==> src/rtl/cache_way_controller.sv <==
// cache_way_controller
// Set-level controller for one cache set. It takes CPU requests, resolves
// hit/miss from the per-way status, runs write-back and refill against the
// next memory level, and drives the allocate/write/age strobes to the ways.
module cache_way_controller #(
  parameter int NUM_WAYS      = 8,
  parameter int COUNTER_WIDTH = $clog2(NUM_WAYS),
  parameter int DATA_WIDTH    = 32,
  parameter int BLOCK_SIZE    = 32,
  parameter int ADDRESS_WIDTH = 32
) (
  input  logic                                                        clk,
  input  logic                                                        reset_n,
  // CPU request / response
  input  logic                                                        req_valid,
  output logic                                                        req_ready,
  input  logic                                                        req_write,
  input  logic [ADDRESS_WIDTH-1:0]                                    req_addr,
  input  logic [DATA_WIDTH-1:0]                                       req_wdata,
  output logic                                                        rsp_valid,
  output logic                                                        rsp_hit,
  output logic [DATA_WIDTH-1:0]                                       rsp_rdata,
  // Per-way status from the way array
  input  logic [NUM_WAYS-1:0]                                         way_hit,
  input  logic [NUM_WAYS-1:0]                                         way_valid,
  input  logic [NUM_WAYS-1:0]                                         way_dirty,
  input  logic [NUM_WAYS-1:0]                                         way_expired,
  input  logic [NUM_WAYS*COUNTER_WIDTH-1:0]                           way_age,
  input  logic [NUM_WAYS*(ADDRESS_WIDTH-$clog2(BLOCK_SIZE))-1:0]      way_tag,
  input  logic [NUM_WAYS*DATA_WIDTH-1:0]                              way_data_out,
  // Control towards the way array
  output logic [ADDRESS_WIDTH-1:0]                                    way_address,
  output logic [DATA_WIDTH-1:0]                                       way_data_in,
  output logic [NUM_WAYS-1:0]                                         way_allocate,
  output logic [NUM_WAYS-1:0]                                         way_wen,
  output logic                                                        way_accessed,
  output logic [COUNTER_WIDTH-1:0]                                    way_accessed_age,
  // Next memory level
  output logic                                                        mem_req_valid,
  input  logic                                                        mem_req_ready,
  output logic                                                        mem_req_write,
  output logic [ADDRESS_WIDTH-1:0]                                    mem_req_addr,
  output logic [DATA_WIDTH-1:0]                                       mem_req_wdata,
  input  logic                                                        mem_rsp_valid,
  input  logic [DATA_WIDTH-1:0]                                       mem_rsp_data
);

  localparam int OFFSET_WIDTH = $clog2(BLOCK_SIZE);
  localparam int TAG_WIDTH    = ADDRESS_WIDTH - OFFSET_WIDTH;
  localparam int IDX_WIDTH    = (NUM_WAYS > 1) ? $clog2(NUM_WAYS) : 1;

  typedef enum logic [2:0] {
    S_IDLE      = 3'd0,
    S_LOOKUP    = 3'd1,
    S_WB        = 3'd2,
    S_FILL_REQ  = 3'd3,
    S_FILL_WAIT = 3'd4,
    S_ALLOC     = 3'd5,
    S_WRITE     = 3'd6,
    S_RESP      = 3'd7
  } state_t;

  state_t                   state_q, state_d;
  logic [ADDRESS_WIDTH-1:0] addr_q, addr_d;
  logic                     write_q, write_d;
  logic [DATA_WIDTH-1:0]    wdata_q, wdata_d;
  logic [IDX_WIDTH-1:0]     victim_idx_q, victim_idx_d;
  logic [TAG_WIDTH-1:0]     victim_tag_q, victim_tag_d;
  logic [DATA_WIDTH-1:0]    victim_data_q, victim_data_d;
  logic [COUNTER_WIDTH-1:0] victim_age_q, victim_age_d;
  logic                     hit_q, hit_d;
  logic [DATA_WIDTH-1:0]    rdata_q, rdata_d;

  // Unpacked views of the packed per-way buses
  logic [COUNTER_WIDTH-1:0] age_arr  [NUM_WAYS];
  logic [TAG_WIDTH-1:0]     tag_arr  [NUM_WAYS];
  logic [DATA_WIDTH-1:0]    data_arr [NUM_WAYS];

  generate
    for (genvar gi = 0; gi < NUM_WAYS; gi++) begin : g_unpack
      assign age_arr[gi]  = way_age[gi*COUNTER_WIDTH +: COUNTER_WIDTH];
      assign tag_arr[gi]  = way_tag[gi*TAG_WIDTH +: TAG_WIDTH];
      assign data_arr[gi] = way_data_out[gi*DATA_WIDTH +: DATA_WIDTH];
    end
  endgenerate

  // One-hot strobe for a single way index
  function automatic logic [NUM_WAYS-1:0] onehot(input logic [IDX_WIDTH-1:0] idx);
    logic [NUM_WAYS-1:0] v;
    v      = '0;
    v[idx] = 1'b1;
    return v;
  endfunction

  logic                 any_hit;
  logic [IDX_WIDTH-1:0] hit_idx;
  logic                 any_expired;
  logic [IDX_WIDTH-1:0] expired_idx;
  logic [IDX_WIDTH-1:0] victim_idx;

  // Lowest-index priority encode of the hit and expired vectors
  always_comb begin
    any_hit     = 1'b0;
    hit_idx     = '0;
    any_expired = 1'b0;
    expired_idx = '0;
    for (int i = NUM_WAYS - 1; i >= 0; i--) begin
      if (way_hit[i]) begin
        any_hit = 1'b1;
        hit_idx = IDX_WIDTH'(i);
      end
      if (way_expired[i]) begin
        any_expired = 1'b1;
        expired_idx = IDX_WIDTH'(i);
      end
    end
    // With nothing expired the last way is evicted
    victim_idx = any_expired ? expired_idx : IDX_WIDTH'(NUM_WAYS - 1);
  end

  // State register and transaction latches
  always_ff @(posedge clk or negedge reset_n) begin
    if (!reset_n) begin
      state_q       <= S_IDLE;
      addr_q        <= '0;
      write_q       <= 1'b0;
      wdata_q       <= '0;
      victim_idx_q  <= '0;
      victim_tag_q  <= '0;
      victim_data_q <= '0;
      victim_age_q  <= '0;
      hit_q         <= 1'b0;
      rdata_q       <= '0;
    end else begin
      state_q       <= state_d;
      addr_q        <= addr_d;
      write_q       <= write_d;
      wdata_q       <= wdata_d;
      victim_idx_q  <= victim_idx_d;
      victim_tag_q  <= victim_tag_d;
      victim_data_q <= victim_data_d;
      victim_age_q  <= victim_age_d;
      hit_q         <= hit_d;
      rdata_q       <= rdata_d;
    end
  end

  // Next-state, latch updates and all strobes, decoded from the current state
  always_comb begin
    state_d       = state_q;
    addr_d        = addr_q;
    write_d       = write_q;
    wdata_d       = wdata_q;
    victim_idx_d  = victim_idx_q;
    victim_tag_d  = victim_tag_q;
    victim_data_d = victim_data_q;
    victim_age_d  = victim_age_q;
    hit_d         = hit_q;
    rdata_d       = rdata_q;

    req_ready        = 1'b0;
    rsp_valid        = 1'b0;
    rsp_hit          = 1'b0;
    rsp_rdata        = '0;
    way_address      = '0;
    way_data_in      = '0;
    way_allocate     = '0;
    way_wen          = '0;
    way_accessed     = 1'b0;
    way_accessed_age = '0;
    mem_req_valid    = 1'b0;
    mem_req_write    = 1'b0;
    mem_req_addr     = '0;
    mem_req_wdata    = '0;

    // The ways see the captured address for the whole transaction
    if (state_q != S_IDLE) begin
      way_address = addr_q;
    end

    unique case (state_q)
      S_IDLE: begin
        req_ready = 1'b1;
        if (req_valid) begin
          addr_d  = req_addr;
          write_d = req_write;
          wdata_d = req_wdata;
          state_d = S_LOOKUP;
        end
      end

      S_LOOKUP: begin
        if (any_hit) begin
          way_accessed     = 1'b1;
          way_accessed_age = age_arr[hit_idx];
          hit_d            = 1'b1;
          if (write_q) begin
            way_wen     = onehot(hit_idx);
            way_data_in = wdata_q;
            rdata_d     = '0;
          end else begin
            rdata_d = data_arr[hit_idx];
          end
          state_d = S_RESP;
        end else begin
          // Snapshot the victim so later status changes cannot disturb it
          victim_idx_d  = victim_idx;
          victim_tag_d  = tag_arr[victim_idx];
          victim_data_d = data_arr[victim_idx];
          victim_age_d  = age_arr[victim_idx];
          hit_d         = 1'b0;
          rdata_d       = '0;
          if (way_valid[victim_idx] && way_dirty[victim_idx]) begin
            state_d = S_WB;
          end else if (write_q) begin
            state_d = S_ALLOC;
          end else begin
            state_d = S_FILL_REQ;
          end
        end
      end

      S_WB: begin
        mem_req_valid = 1'b1;
        mem_req_write = 1'b1;
        mem_req_addr  = {victim_tag_q, {OFFSET_WIDTH{1'b0}}};
        mem_req_wdata = victim_data_q;
        if (mem_req_ready) begin
          state_d = write_q ? S_ALLOC : S_FILL_REQ;
        end
      end

      S_FILL_REQ: begin
        mem_req_valid = 1'b1;
        mem_req_addr  = {addr_q[ADDRESS_WIDTH-1:OFFSET_WIDTH], {OFFSET_WIDTH{1'b0}}};
        if (mem_req_ready) begin
          state_d = S_FILL_WAIT;
        end
      end

      S_FILL_WAIT: begin
        if (mem_rsp_valid) begin
          way_wen     = onehot(victim_idx_q);
          way_data_in = mem_rsp_data;
          rdata_d     = mem_rsp_data;
          state_d     = S_ALLOC;
        end
      end

      S_ALLOC: begin
        way_allocate     = onehot(victim_idx_q);
        way_accessed     = 1'b1;
        way_accessed_age = victim_age_q;
        state_d          = write_q ? S_WRITE : S_RESP;
      end

      S_WRITE: begin
        way_wen     = onehot(victim_idx_q);
        way_data_in = wdata_q;
        state_d     = S_RESP;
      end

      S_RESP: begin
        rsp_valid = 1'b1;
        rsp_hit   = hit_q;
        rsp_rdata = rdata_q;
        state_d   = S_IDLE;
      end

      default: begin
        state_d = S_IDLE;
      end
    endcase
  end

endmodule
==> config.mk <==
export PLATFORM = sky130hd
export DESIGN_NAME = cache_way_controller
export DESIGN_NICKNAME = d
export VERILOG_FILES = /design/src/rtl/cache_way_controller.sv
export SDC_FILE = /design/constraint.sdc
export NUM_CORES = 1
export LEC_CHECK = 0
export BUFFER_PORTS_ARGS = -buffer_cell sky130_fd_sc_hd__buf_2
export CAP_MARGIN = 30
export CORE_AREA = 5 5 310 312
export DETAILED_ROUTE_END_ITERATION = 12
export DIE_AREA = 0 0 315 317
export PLACE_DENSITY_LB_ADDON = 0.1
export SLEW_MARGIN = 25
export SYNTH_ARGS = -nofsm -noshare
export SYNTH_HDL_FRONTEND = slang
export SYNTH_SLANG_ARGS = --single-unit
export TNS_END_PERCENT = 5
==> constraint.sdc <==
create_clock -name clk -period 3.55 [get_ports clk]
set_input_delay 0.71 -clock clk [delete_from_list [all_inputs] [get_ports clk]]
set_output_delay 0.71 -clock clk [all_outputs]
set_load 0.05 [all_outputs]
==> results.ini <==
[drt]
wl_per_cell_um = 26.3
drt-total-wl_um = 90000
ant_nets = 0
via_count = 14738
drcViolationCount = 0
drt_iter0_drc = 817
via_per_inst = 4.31
dr.pass1.iters = 4

[cts]
clkTransAtPathRegs_ns = 0.07
cts_buffer_depth = 2
clkLatencyLatePin_ns = 0.50
cts_max_level = 4
cts_resized = 0
cts.sinks = 166
cts_buffers = 17
postCtsHoldBufs = 0
cts_tree = built
root_buffer = clkbuf_16
post_cts_buffers = 0

[layout]
final_cell_mix = buf_2 (807), dfrtp_1 (165), nor2_1 (156), mux4_2 (124), o21ai_0 (95)
layout_commonest_cell = buf_2
areaGrowthSynthToFinish_pct = 49.7
fin_nets = 2756
drive_gt1_share_pct = 52.5
final_util_pct = 21.5

[yosys]
yosysWarnings = 0
avgSynthCellArea_sq_um = 9.88
ys_ff_latch = 166
syn_inst = 1348
ys_seq_area_share_pct = 31.2
synth-async-reset-ratio_pct = 100
synthesis.area_sq_mm = 0.0133
synth-main-ff-cell = dfrtp_1
synth_cell_types = 44
synth_edf_count = 0

[worst_setup_path]
endpoint_kind = output port
startpoint_type = register
worst-endpoint-required_ns = 2.84
critPathMaxFanout = 8
arrival_ns = 2.66
crit_type = register to output port

[power_and_ir_drop]
p_leak_nw = 9.29
p_per_area_mw_per_mm2 = 571
peakVddDrop_mv = 0.365
power.total_mw = 11.4

[floorplanning]
rows = 112
start_util_pct = 14.4
die_x_um = 315
die_h_um = 317
io_pins = 815
core_sq_mm = 0.0928
die_area_sq_mm = 0.0999

[sta]
hold_viol_final = 0
fin_crit_sh_pct = 95.0
fin_worst_skew_ns = 0.0136
tightest_slew_ns = 0.846
period_needed_ns = 3.37
slew-limit-headroom_pct = 43.6
setup_viol = 0
rsz0062_at_grt = no
fmaxAchievable_ghz = 0.296
drv_slew = 0

[grt]
grt_max_degree = 74
track_usage_pct = 17.3
grt_overflow = 0
grt_pass1_wl_um = 123000
grt_pass1_vias = 16033
grt_antenna_before_repair = 52

[run_status]
outcome = finished, final reports clean

[placement]
dp_hpwl_um = 73200
port_buffers = 808
routabilityCongestion = 0.884

[hold_path]
hp-class = input port to asynchronous set/reset pin

[run]
cap_viol_max_count = 0

## report_power, final
group | total (mW) | internal, mW | leakage, nW | switching, mW
Sequential | 2.90 | 2.48 | 2.12 | 0.427
Combinational | 6.38 | 2.12 | 6.86 | 4.26
Clock | 2.09 | 1.08 | 0.301 | 1.01
## cell usage after synthesis (2+ instances only)
| master | count | share of area, % |
|---|---|---|
| o22ai_1 | 89 | 4.2 |
| nor2_1 | 157 | 4.4 |
| nand3_1 | 15 | 0.56 |
| o211ai_1 | 2 | 0.11 |
| dfrtp_1 | 166 | 31 |
| or4_1 | 16 | 0.90 |
| nand2b_1 | 8 | 0.38 |
| a21oi_1 | 36 | 1.4 |
| a22o_1 | 32 | 2.1 |
| buf_4 | 9 | 0.51 |
| buf_1 | 16 | 0.45 |
| nand2_1 | 82 | 2.3 |
| mux2i_1 | 89 | 6.7 |
| nor3_1 | 34 | 1.3 |
| o32ai_1 | 6 | 0.39 |
| buf_2 | 28 | 1.1 |
| o21ai_0 | 96 | 3.6 |
| mux4_2 | 124 | 21 |
| clkbuf_1 | 78 | 2.2 |
| inv_1 | 9 | 0.25 |
| a22oi_1 | 33 | 1.9 |
| nor4bb_1 | 2 | 0.15 |
| mux2_2 | 64 | 5.4 |
| and3_1 | 5 | 0.23 |
| nor2b_1 | 35 | 1.6 |
| nor4_1 | 31 | 1.5 |
| and2_1 | 68 | 3.2 |
| o31ai_1 | 2 | 0.11 |
## worst max-delay path: stages (launching register included)
cell	delay, ns
dfrtp_2	0.46
nor2b_1	0.33
nor2b_1	0.17
buf_4	0.17
nand3_1	0.15
buf_4	0.20
nand2b_1	0.19
o32ai_1	0.17
buf_2	0.33
## metal layers
metal	global-route usage, %	vias to the layer above	part of all wire, %
li1	-	6717	-
met1	19.0	7243	37
met2	32.2	641	53
met3	5.64	107	8.1
met4	4.48	30	2.1
met5	0	-	0.20
## registers in the layout, summed over array words and instances, names as in the netlist
register and count:
rdata_q 32, victim_data_q 32, victim_tag_q 27, wdata_q 32
state_q 3, addr_q 32, victim_idx_q 3, victim_age_q 3
hit_q 1, write_q 1
## worst paths after layout
check | depth (start not counted) | to | startpoint | slack [ns]
hold reg to reg | 2 | victim_data_q[23]$_DFFE_PN0P_ | victim_data_q[23]$_DFFE_PN0P_ | 0.48
max in group asynchronous | 2 | rdata_q[3]$_DFFE_PN0P_ | reset_n | 2.40
hold / removal | 1 | addr_q[13]$_DFFE_PN0P_ | reset_n | 0.17
min in group clk | 2 | addr_q[0]$_DFFE_PN0P_ | req_addr[0] | 0.45
setup reg to reg | 8 | rdata_q[21]$_DFFE_PN0P_ | state_q[2]$_DFFE_PN0P_ | 0.99
setup / recovery | 8 | way_wen[4] | state_q[0]$_DFFE_PN0P_ | 0.18
## stage by stage
stage | TNS [ns] | cell area (sq um) | cells | hold slack [ns] | setup WS (ns)
6_report | 0 | 19900 | 3418 | 0.173 | 0.177
3_3_place_gp | 0 | 19300 | 3361 | 0.455 | 0.231
3_5_place_dp | 0 | 19300 | 3361 | 0.463 | 0.231
5_1_grt | 0 | 19900 | 3402 | 0.209 | 0.0127
4_1_cts | 0 | 19900 | 3393 | 0.206 | 0.116
2_1_floorplan | -0.396 | 13300 | 1352 | 0.414 | -0.145
## layout make-up
type	instances	area [sq um]
Antenna cell	25	62.6
Tap cell	1254	1570
Timing Repair Buffer	886	4830
Clock inverter	14	161
Inverter	9	33.8
Sequential cell	166	4160
Clock buffer	18	439
Multi-Input combinational cell	1046	8680
Fill cell	10456	72800
## kinds of logic (layout without fill, tap and decap cells)
| logic type | Yosys count | count (layout) | share of synthesized area [%] |
|---|---|---|---|
| flip-flops | 166 | 166 | 31.2 |
| other | 1 | 30 | 0.0282 |
| multiplexers | 277 | 277 | 33.1 |
| buffers and inverters | 140 | 927 | 4.46 |
| AND/OR/NAND/NOR | 457 | 457 | 16.8 |
| AO/OA/AOI/OAI | 307 | 307 | 14.5 |
Power figures use the tool's default switching activity.
